--- config.mk ---
export PLATFORM = sky130hd
export DESIGN_NAME = debounce_sync
export DESIGN_NICKNAME = d
export VERILOG_FILES = /design/src/rtl/debounce_sync.sv
export SDC_FILE = /design/constraint.sdc
export NUM_CORES = 1
export LEC_CHECK = 0
export BUFFER_PORTS_ARGS = -buffer_cell sky130_fd_sc_hd__buf_2
export CORE_AREA = 10 10 54 56
export DETAILED_ROUTE_END_ITERATION = 16
export DIE_AREA = 0 0 64 66
export GPL_TIMING_DRIVEN = 0
export PLACE_DENSITY = 0.69
export SLEW_MARGIN = 20
export SYNTH_ARGS = -nofsm -noshare
export SYNTH_HDL_FRONTEND = slang
export SYNTH_SLANG_ARGS = --single-unit
--- constraint.sdc ---
create_clock -name clk -period 1.4 [get_ports clk]
set_input_delay 0.14 -clock clk [delete_from_list [all_inputs] [get_ports clk]]
set_output_delay 0.14 -clock clk [all_outputs]
set_load 0.02 [all_outputs]
--- src/rtl/debounce_sync.sv ---
// debounce_sync: two-flop synchroniser plus stability filter; in clk, rst_n, raw_in; out sig_clean (debounced level), busy (change being qualified)
module debounce_sync #(
   parameter int   CNT_WIDTH       = 16,
   parameter int   DEBOUNCE_CYCLES = 50000,
   parameter logic RESET_VALUE     = 1'b0
) (
   input  logic clk,
   input  logic rst_n,
   input  logic raw_in,
   output logic sig_clean,
   output logic busy
);
   localparam logic [CNT_WIDTH-1:0] LAST = CNT_WIDTH'(DEBOUNCE_CYCLES - 1);
   logic                 sync1;
   logic                 sync2;
   logic [CNT_WIDTH-1:0] cnt;
   assign busy = sync2 != sig_clean;
   always_ff @(posedge clk or negedge rst_n)
      if (!rst_n) begin
         sync1     <= RESET_VALUE;
         sync2     <= RESET_VALUE;
         sig_clean <= RESET_VALUE;
         cnt       <= '0;
      end else begin
         sync1     <= raw_in;
         sync2     <= sync1;
         sig_clean <= (busy && cnt == LAST) ? sync2 : sig_clean;
         cnt       <= (busy && cnt != LAST) ? cnt + 1'b1 : '0;
      end
endmodule

### Word-level counts from Yosys, hierarchy flattened

Index checks and enable logic that the tools add are counted.

* bits in registers: 19
* bits of input ports: 3

* $add $sub $neg: 1
* eq/ne operators: 3
* reduce and logical (&&, ||, !) cells: 2
* muxes and demuxes: 1

Operators by type and width (count)
* 16-bit by 1-bit adder with 16-bit output, second input constant: 1
* 16-bit equality test, second input constant: 1
* 16-bit two-way mux: 1
* 16-bit != test, second input constant: 1
* 1-bit logical AND: 2
* 1-bit != test: 1

### Logic depth before layout (Yosys ltp)

Gate-level depths: netlist of the first run.

* depth in word-level cells: 3
* gate-level depth with buffers: 6

### Worst setup path before layout of the first run

Ideal clock, no wire load.

* kind: register to register
* from: register cnt[0]
* to: register cnt[11]
* slack: -0.075 ns
* buffers on the path: 1
* cell stages (with the launch flop): 7
* arrival: 1.356 ns
* period minus slack after synthesis: 1.475 ns
* data required time: 1.281 ns
* setup time: 0.119 ns
* path through: dfrtp_1 ha_1 nand3_1 nand4b_1 nand2_2 buf_6 nor2_1

* cells in the longest elaborated chain, start to end: 3
* elaborated cells between the ends (all ways): 4
* those cells by class: 1 x add/sub; 1 x eq/ne; 1 x mux; 1 x reduce/logical

Ends and longest elaborated chain
* start: declaration: line 16 `logic [CNT_WIDTH-1:0] cnt;`
* start signal: assignment: line 28 `cnt <= (busy && cnt != LAST) ? cnt + 1'b1 : '0;`
* branches (longest 2 deep; another with 16-bit by 1-bit adder with 16-bit output)
* 16-bit two-way mux *: line 28

Mark *: on every way between the ends.
A chain may end at the register's enable or synchronous reset.

### Worst setup path after layout of the first run

* from: register cnt[7]
* to: register cnt[9]

Same word-level chain as after synthesis.

==> results.cfg, run 1 <==
[clock_tree]
clkLatencyLatePin_ns = 0.30
clk_pin_slew_ns = 0.10
root_buffer = clkbuf_4
cts-buffers-inserted = 3
clkSinkCount = 19
cts_tree = yes
cts-htree-levels = 1
clockBufferDepth = 2

[logic_synthesis]
ys.warnings.count = 0
synth_top_family_by_area = simple AND/OR/NAND/NOR gates
syn_area_sq_um = 926
synth-simple-area-share = 0.295
synth.distinct_cells = 23
syn-num-nets = 87
synth-edff-count = 0
syn_inst = 83
yosys.area.top_type = dfrtp_1
synth-compound-area-share = 0
synth_top_cell_area_share = 0.514
postSynthAreaPerCell_sq_um = 11.2
synth.mux.area_fraction = 0.0122
ys.flop_type = dfrtp_1
ys_async_sr_fraction = 1.00
ys_ff_latch = 19
synthAdderAreaFrac = 0.0135
synth_area_leaders = dfrtp_1 51%, xnor2_1 12%, nor2_1 6.9%, nand3_1 2.7%, nor4_2 2.7%
synthXorXnorAreaFrac = 0.142
ys_seq_area_frac = 0.514

[sta]
finClkSkew_ns = 0.00190
tightest_slew_ns = 0.416
whs_ns = 0.302
final_hold_viol_count = 0
rsz0062_at_grt = true
finalWorstSetupSlack_ns = -0.0123
period_needed_ns = 1.41
clock.fmax_ghz = 0.708
fin_setup_tns_ns = -0.0490
period_share = 1.01
setup_viol = 8
max-slew-margin-rel = 0.723
slew_violations = 0

[routing]
drtAntennaViolNets = 0
routed_wl_um = 1910
num_vias = 682
vias_per_cell = 4.98
first_pass_iters = 4
wl_per_cell_um = 13.9
route.detailed.drc = 0
drt_iter0_drc = 5

[placed_design]
post-dp-hpwl_um = 1120
numPortBuffers = 4
dp.cells = 114
gp_congestion = 0.797

[global_route]
gr-total-overflow = 0
grt_usage = 0.0946
grt_max_degree = 20
grt_pass1_vias = 709
grt_pass1_wl_um = 3170
antenna_found_initial = 0

[pwr]
switchingPower_w = 0.000213
clkPwrFrac = 0.303
p_leak_nw = 0.521
intPower_w = 0.000704
seqPwrFrac = 0.620
comb_power_share = 0.078
powerDensity_nw_per_um2 = 750
swShare = 0.232
vdd_drop_max_v = 0.000750

[cells_and_area]
final_common_cell = dfrtp_1
instances_no_fill = 137
diodes = 0
drive_above_1_share = 0.436
final_util = 0.643
nets = 115
syn2layout_area_growth_pct = 32.0
layout_common_cells = 17 x dfrtp_1, 15 x buf_4, 13 x xnor2_1, 13 x nor2_1, 6 x nor2_2

[floorplan]
die_w_um = 64
ios = 5
initial_utilization = 0.487
rows = 16
core_sq_um = 1900
die_h_um = 66
die_area_sq_um = 4220

[worst_setup_path]
critPathKind = reg2reg
cp-end-kind = flip-flop
reg2reg_to = cnt[9]
critPathSlowestCell = dfrtp_1
cp-start-kind = flip-flop
worstPathRequired_ns = 1.60
crit_arrival_ns = 1.61
path_cells = nor4b_2 -> nand4b_1 -> nand2_2 -> buf_6 -> nor2_1
worstPathMaxFanout = 5
max_stage_delay_ns = 0.43
ff2ff_path_depth = 5
rrSetupSlack_ns = -0.01
regToRegStartpoint = cnt[7]

[job]
maxCapViolations = 0

[worst_hold_path]
hold_path.class = in2async

[status]
status = finished with violations
violations = setup timing
## metal layers
metal,track usage,share of wire
met4,0.0601,0.019
met2,0.158,0.49
met3,0.0169,0.023
met5,0,0
met1,0.110,0.47
## layout make-up
| class | instances | area (sq um) |
|---|---|---|
| Buffer | 1 | 11.3 |
| Clock buffer | 4 | 26.3 |
| Fill cell | 153 | 679 |
| Inverter | 3 | 11.3 |
| Multi-Input combinational cell | 60 | 487 |
| Sequential cell | 19 | 478 |
| Tap cell | 27 | 33.8 |
| Timing Repair Buffer | 23 | 175 |
## synthesized netlist by cell type (2+ instances only)
library cell	n
dfrtp_1	19
inv_1	3
nand2_1	3
nand3_1	5
nor2_1	17
nor2_2	2
nor3_1	4
nor4_2	2
xnor2_1	13
xor2_1	2
## repair_timing
| action | in CTS | in global routing |
|---|---|---|
| gates resized for setup | 8 | 7 |
| pin swaps | 3 | 5 |
| setup buffers | 13 | 3 |
| hold buffers | 2 | 0 |
| hold endpoints to repair | 20 | 0 |
| setup endpoints to repair | 17 | 16 |
| gates cloned | 1 | 0 |
## logic make-up (layout without fill, tap and decap cells)
group,after synthesis,after routing
AND/OR/NAND/NOR,43,43
flip-flops,19,19
adder cells (fa/ha/maj),1,1
XOR/XNOR,15,15
multiplexers,1,1
buffers and inverters,4,31
## worst max-delay path by stage
| stage | from | slack [ns] | end |
|---|---|---|---|
| floorplan | cnt[0] | 0.002 | cnt[11] |
| global placement | cnt[0] | -0.22 | cnt[12] |
| detailed placement | cnt[0] | -0.23 | cnt[12] |
| CTS | cnt[1] | 0.0004 | cnt[2] |
| global route | cnt[1] | -0.06 | cnt[9] |
| finish | cnt[7] | -0.01 | cnt[9] |
## power by group through the flow
stage,logic [W],clock network (W),registers (W)
global placement,0.0000416,0,0.000578
detailed placement,0.0000429,0,0.000578
finish,0.0000712,0.000278,0.000568
floorplan,0.0000229,0,0.000576
global route,0.0000796,0.000298,0.000570
CTS,0.0000684,0.000281,0.000569
## state kept, by name, summed over array words and instances, names as in the netlist
signal / count
sync2: 1
sig_clean: 1
sync1: 1
cnt: 16
## through the flow
stage	power, W	area (sq um)	setup WS, ns
after floorplan	0.000599	938	0.00199
after global placement	0.000619	992	-0.224
after detailed placement	0.000621	992	-0.227
after CTS	0.000918	1180	0.000400
after global routing	0.000947	1220	-0.0624
final	0.000917	1220	-0.0123
## critical path: cells and delay by family (launching register included)
kind	cells	cell delay, ns
and+or+nand+nor	4	0.75
DFF	1	0.43
buffers and inverters	1	0.15
Note: power is estimated with default switching activity, not from simulation.
==> run 2, diff against run 1 <==
--- a/config.mk
+++ b/config.mk
@@ -5,12 +5,13 @@
 export SDC_FILE = /design/constraint.sdc
 export NUM_CORES = 1
 export LEC_CHECK = 0
+export ABC_AREA = 1
 export BUFFER_PORTS_ARGS = -buffer_cell sky130_fd_sc_hd__buf_2
-export CORE_AREA = 10 10 54 56
+export CORE_AREA = 10 10 56 58
 export DETAILED_ROUTE_END_ITERATION = 16
-export DIE_AREA = 0 0 64 66
+export DIE_AREA = 0 0 66 68
 export GPL_TIMING_DRIVEN = 0
-export PLACE_DENSITY = 0.69
+export PLACE_DENSITY = 0.7
 export SLEW_MARGIN = 20
 export SYNTH_ARGS = -nofsm -noshare
 export SYNTH_HDL_FRONTEND = slang
==> run 2 against run 1 <==
  * The flow now finishes without violations
  * Total power increased by 0.93%
  * Register-to-register slack better by 0.09 ns
  * Wire length shrank 0.16%
  * Count of clock-buffer cells in the layout unchanged
  * Final area decreased by 0.92%
  * Worst setup slack improved by 0.094 ns
  * Sequential power hardly changed
  * Core utilization decreased by 6.8 points
  * Hold slack got worse by 0.0045 ns
  * Clock skew grew 0.00057 ns
  * Critical path depth up 2
  * Critical endpoint is now cnt[8]
==> results.cfg, run 2 <==
[floorplan]
ios = 5
rows = 17
initial_utilization = 0.491
die_h_um = 68
die_area_sq_um = 4490
core_sq_um = 2110
die_w_um = 66

[cells_and_area]
largest_reg_flops = 16
largest_register = cnt
n_fill_cell = 187
final_util = 0.575
syn2layout_area_growth_pct = 17.0
diodes = 0
instances_no_fill = 165
layout_common_cells = 28 x nand2_1, 19 x dfrtp_1, 14 x nor2_2
final_common_cell = nand2_1
nets = 142
drive_above_1_share = 0.292

[pwr]
vdd_drop_max_v = 0.000476
powerDensity_nw_per_um2 = 764
p_leak_nw = 0.487
total_power_w = 0.000926

[routing]
first_pass_iters = 4
routed_wl_um = 1910
drtAntennaViolNets = 0
num_vias = 802
wl_per_cell_um = 11.6
drt_iter0_drc = 23
route.detailed.drc = 0
vias_per_cell = 4.86

[sta]
slew_violations = 0
rsz0062_at_grt = false
final_hold_viol_count = 0
tightest_slew_ns = 0.419
period_needed_ns = 1.32
period_share = 0.942
finClkSkew_ns = 0.00247
max-slew-margin-rel = 0.721
setup_viol = 0
clock.fmax_ghz = 0.759

[logic_synthesis]
synth_top_cell_area_share = 0.459
syn_inst = 122
postSynthAreaPerCell_sq_um = 8.48
ys_ff_latch = 19
yosys.area.top_type = dfrtp_1
syn_area_sq_um = 1030
ys.warnings.count = 0
synth.distinct_cells = 19
synth_commonest_cells = 28 x nand2_1, 19 x dfrtp_1, 14 x nor2_1, 13 x nor2_2, 12 x inv_1
ys_seq_area_frac = 0.459
yosysMostFrequentCell = nand2_1
ys.flop_type = dfrtp_1
synth_area_leaders = dfrtp_1 46%, nand2_1 10%, nor2_2 7.9%, nor2_1 5.1%, xor2_1 5.1%
syn-num-nets = 126
ys_async_sr_fraction = 1.00
synth-edff-count = 0

[clock_tree]
root_buffer = clkbuf_4
clkSinkCount = 19
clk_pin_slew_ns = 0.11
clkLatencyLatePin_ns = 0.29
cts_tree = yes
cts-buffers-inserted = 3
cts-htree-levels = 1
clockBufferDepth = 2

[global_route]
grt_usage = 0.0999
gr-total-overflow = 0
grt_pass1_vias = 802
grt_pass1_wl_um = 3470
antenna_found_initial = 0
grt_max_degree = 20

[worst_setup_path]
rrSetupSlack_ns = 0.08
worstPathRequired_ns = 1.59
worstPathMaxFanout = 10
cp-start-kind = flip-flop
critPathKind = reg2reg
cp-end-kind = flip-flop
crit_arrival_ns = 1.51

[placed_design]
gp_congestion = 0.883
post-dp-hpwl_um = 1400
numPortBuffers = 4
dp.cells = 154

[job]
maxCapViolations = 0

[worst_hold_path]
hold_path.class = in2async

[status]
status = complete, no violations
## run 2: changes by cell type after synthesis, sizes merged, moves of 2 or more
cell / previous run / this run
xor2: 2 / 6
nand2: 4 / 32
nor4: 3 / 0
nand3: 5 / 8
o21ai: 0 / 2
inv: 3 / 13
nor3: 4 / 0
nand4: 3 / 7
nor2: 19 / 29
xnor2: 13 / 2
## run 2: through the flow
step           setup slack [ns]  TNS (ns)  cell area, sq um  hold slack (ns)
6_report                 0.0818         0              1210            0.297
5_1_grt                0.000227         0              1210            0.333
4_1_cts                 0.00169         0              1160            0.319
3_5_place_dp            -0.0464    -0.395              1100            0.101
3_3_place_gp            -0.0232    -0.184              1100           0.0984
2_1_floorplan             0.119         0              1040           -0.156
## run 2: final timing paths
check                      cells past startpoint      end  startpoint
min reg2reg                                    0    sync2       sync1
max                                            7   cnt[8]      cnt[0]
max reg2reg                                    7   cnt[8]      cnt[0]
min                                            2   cnt[6]       rst_n
max in group asynchronous                      2  cnt[14]       rst_n
min in group clk                               0    sync2       sync1
## run 2: routing by layer
layer  share of wire  wire, um  vias up  global-route usage
li1                -         -      407                   -
met1            0.48       910      376               0.118
met5               0         0        -                   0
met3           0.038        72        2              0.0228
met4           0.010        19        0              0.0550
met2            0.47       903       17               0.165
## run 2: power breakdown
group	switching (W)	leakage (nW)	total [W]	internal (W)
sequential	0.0000106	0.258	0.000569	0.000558
clock	0.000169	0.0150	0.000280	0.000111
combinational	0.0000390	0.214	0.0000770	0.0000381
## run 2: logic make-up after synthesis
kind of cell	after synthesis	synth area share
xor+xnor	8	0.0677
simple gates	76	0.372
fa+ha+maj	1	0.0121
compound gates	3	0.0169
buf+inv	15	0.0713
flops	19	0.459
## run 2: cell type report
class | instances | area (sq um) | share of cell area
Sequential cell | 19 | 475 | 0.393
Clock buffer | 4 | 26.3 | 0.0217
Inverter | 14 | 53.8 | 0.0444
Multi-Input combinational cell | 88 | 523 | 0.432
Timing Repair Buffer | 11 | 77.6 | 0.0640
Tap cell | 28 | 35.0 | 0.0289
Buffer | 1 | 20.0 | 0.0165
## run 2: repair_timing
action / in CTS / in global routing
setup endpoints to repair: 10 / 11
pin swaps: 0 / 0
buffers inserted: 1 / 4
resized for setup: 2 / 4
hold endpoints to repair: 20 / 0
hold buffers: 2 / 0
## run 2: worst max-delay path: stages, from the launching register on
cell	delay [ns]
dfrtp_1	0.41
ha_4	0.17
nand3_4	0.13
nor2_4	0.14
nand2_2	0.08
nand2_4	0.10
buf_12	0.15
nor2_2	0.03
==> run 3, diff against run 2 <==
==> config.mk (replaced) <==
export PLATFORM = sky130hd
export DESIGN_NAME = debounce_sync
export DESIGN_NICKNAME = d
export VERILOG_FILES = /design/src/rtl/debounce_sync.sv
export SDC_FILE = /design/constraint.sdc
export NUM_CORES = 1
export LEC_CHECK = 0
export BUFFER_PORTS_ARGS = -buffer_cell sky130_fd_sc_hd__buf_4
export CORE_AREA = 10 10 54 56
export DETAILED_ROUTE_END_ITERATION = 16
export DIE_AREA = 0 0 64 66
export GPL_TIMING_DRIVEN = 0
export PLACE_DENSITY = 0.69
export SLEW_MARGIN = 20
export SYNTH_ARGS = -nofsm -noshare
export SYNTH_HDL_FRONTEND = slang
export SYNTH_SLANG_ARGS = --single-unit
==> run 3 against run 2 <==
  * The run now ends with setup timing left
  * Via count shrank 14%
  * Non-clock buffer count grew 11
  * Critical path depth shrank 1
  * Clock skew grew 0.0022 ns
  * Die area shrank 5.9%
  * Count of clock-buffer cells in the layout is the same
  * Hold slack lost 0.052 ns
  * Core utilization grew 6.8 points
  * Largest cell class unchanged
==> results.cfg, run 3 (same netlist as run 1, synthesis figures left out) <==
[status]
status = finished with violations
violations = setup timing

[sta]
final_hold_viol_count = 0
finClkSkew_ns = 0.00471
finalWorstSetupSlack_ns = -0.0393
setup_viol = 16
clock.fmax_ghz = 0.695
tightest_slew_ns = 0.266
period_needed_ns = 1.44
rsz0062_at_grt = true
period_share = 1.03
slew_violations = 0
max-slew-margin-rel = 0.821

[pwr]
switchingPower_w = 0.000213
powerDensity_nw_per_um2 = 755
vdd_drop_max_v = 0.000590
seqPwrFrac = 0.617
intPower_w = 0.000710
clkPwrFrac = 0.298
comb_power_share = 0.085
p_leak_nw = 0.528
total_power_w = 0.000923
swShare = 0.231

[routing]
route.detailed.drc = 0
wl_per_cell_um = 13.7
num_vias = 688
drtAntennaViolNets = 0
drt_iter0_drc = 8
vias_per_cell = 5.06
routed_wl_um = 1860
first_pass_iters = 4

[global_route]
grt_usage = 0.0889
antenna_found_initial = 0
gr-total-overflow = 0
grt_pass1_vias = 701
grt_pass1_wl_um = 3020
grt_max_degree = 20

[clock_tree]
cts_tree = yes
clkLatencyLatePin_ns = 0.29
clk_pin_slew_ns = 0.11
root_buffer = clkbuf_4
cts-htree-levels = 1
cts-buffers-inserted = 3
clockBufferDepth = 2
clkSinkCount = 19

[placed_design]
gp_congestion = 0.807
numPortBuffers = 4
placed_cell_area_sq_um = 1000
post-dp-hpwl_um = 1110

[worst_setup_path]
critPathKind = reg2reg
setup.worst_path.start = cnt[0]
cp-end-kind = flip-flop
regToRegStartpoint = cnt[0]
crit_arrival_ns = 1.63
ff2ff_path_depth = 6
worstPathRequired_ns = 1.59
crit_end = cnt[9]
worstPathMaxFanout = 5
rrSetupSlack_ns = -0.04
reg2reg_to = cnt[9]
cp-start-kind = flip-flop

[floorplan]
die_w_um = 64
rows = 16
die_area_sq_um = 4220
ios = 5
core_sq_um = 1900
initial_utilization = 0.487
die_h_um = 66

[job]
maxCapViolations = 0

[cells_and_area]
n_fill_cell = 141
largest_register = cnt
regArea_sq_um = 477
nets = 114
syn2layout_area_growth_pct = 32.0
drive_above_1_share = 0.394
diodes = 0
layout_common_cells = 18 x dfrtp_1, 18 x buf_4, 15 x nor2_1
largest_reg_flops = 16
final_util = 0.643
multi_input_area_sq_um = 485
fin_area_sq_um = 1220

[worst_hold_path]
hold_path.class = in2async
==> run 3: cell types whose count changed in the layout (fill, tap and decap cells not counted), sizes merged, moves of 10 or more <==
cell,change
nand2,-28
buf,+11
xnor2,+11
inv,-10
nor2,-10
==> run 3: area by class of cell <==
class	count	share of cell area
multi-input combinational	60	0.397
sequential	19	0.390
timing repair buffer	22	0.145
tap	27	0.0276
clock buffer	4	0.0215
buffer	1	0.00921
inverter	3	0.00921
==> run 3: critical path, stage by stage, from the launching register on <==
cell and delay (ns):
dfrtp_1 0.41, ha_4 0.17, nand3_4 0.11, nand4b_1 0.29
nand2_2 0.17, buf_6 0.14, nor2_1 0.04
==> run 3: per-stage QoR <==
| step | cells | worst slack (ns) | hold slack (ns) | TNS, ns |
|---|---|---|---|---|
| final | 136 | -0.0393 | 0.245 | -0.440 |
| after global routing | 136 | -0.101 | 0.256 | -1.41 |
| after CTS | 135 | -0.0308 | 0.256 | -0.363 |
| after detailed placement | 114 | -0.238 | 0.0277 | -2.99 |
| after global placement | 114 | -0.223 | 0.0233 | -2.72 |
| after floorplan | 83 | 0.00199 | -0.156 | 0 |
==> run 3: power by group through the flow <==
stage / combinational [W] / clock (W) / sequential [W]
2_1_floorplan: 0.0000229 / 0 / 0.000576
3_3_place_gp: 0.0000442 / 0 / 0.000577
3_5_place_dp: 0.0000452 / 0 / 0.000578
4_1_cts: 0.0000708 / 0.000280 / 0.000566
5_1_grt: 0.0000860 / 0.000303 / 0.000570
6_report: 0.0000787 / 0.000275 / 0.000569
==> run 3: metal layers <==
| metal | global-route usage | share of wire |
|---|---|---|
| met5 | 0 | 0 |
| met4 | 0.0574 | 0.012 |
| met3 | 0.0254 | 0.035 |
| met2 | 0.143 | 0.48 |
| met1 | 0.101 | 0.47 |
==> run 3: timing repair <==
action,in CTS,in global routing
pin swaps,13,4
gates resized for setup,6,6
setup endpoints to repair,17,17
hold endpoints to repair,20,0
buffers inserted,14,1
gates cloned,1,0
hold buffers,2,0
==> run 3: worst min path at each step <==
stage,slack [ns],cells past startpoint,from,endpoint
finish,0.24,2,rst_n,cnt[6]
global route,0.26,2,rst_n,cnt[6]
CTS,0.26,2,rst_n,cnt[2]
detailed placement,0.03,1,rst_n,cnt[4]
global placement,0.02,1,rst_n,cnt[6]
floorplan,-0.16,0,rst_n,cnt[0]
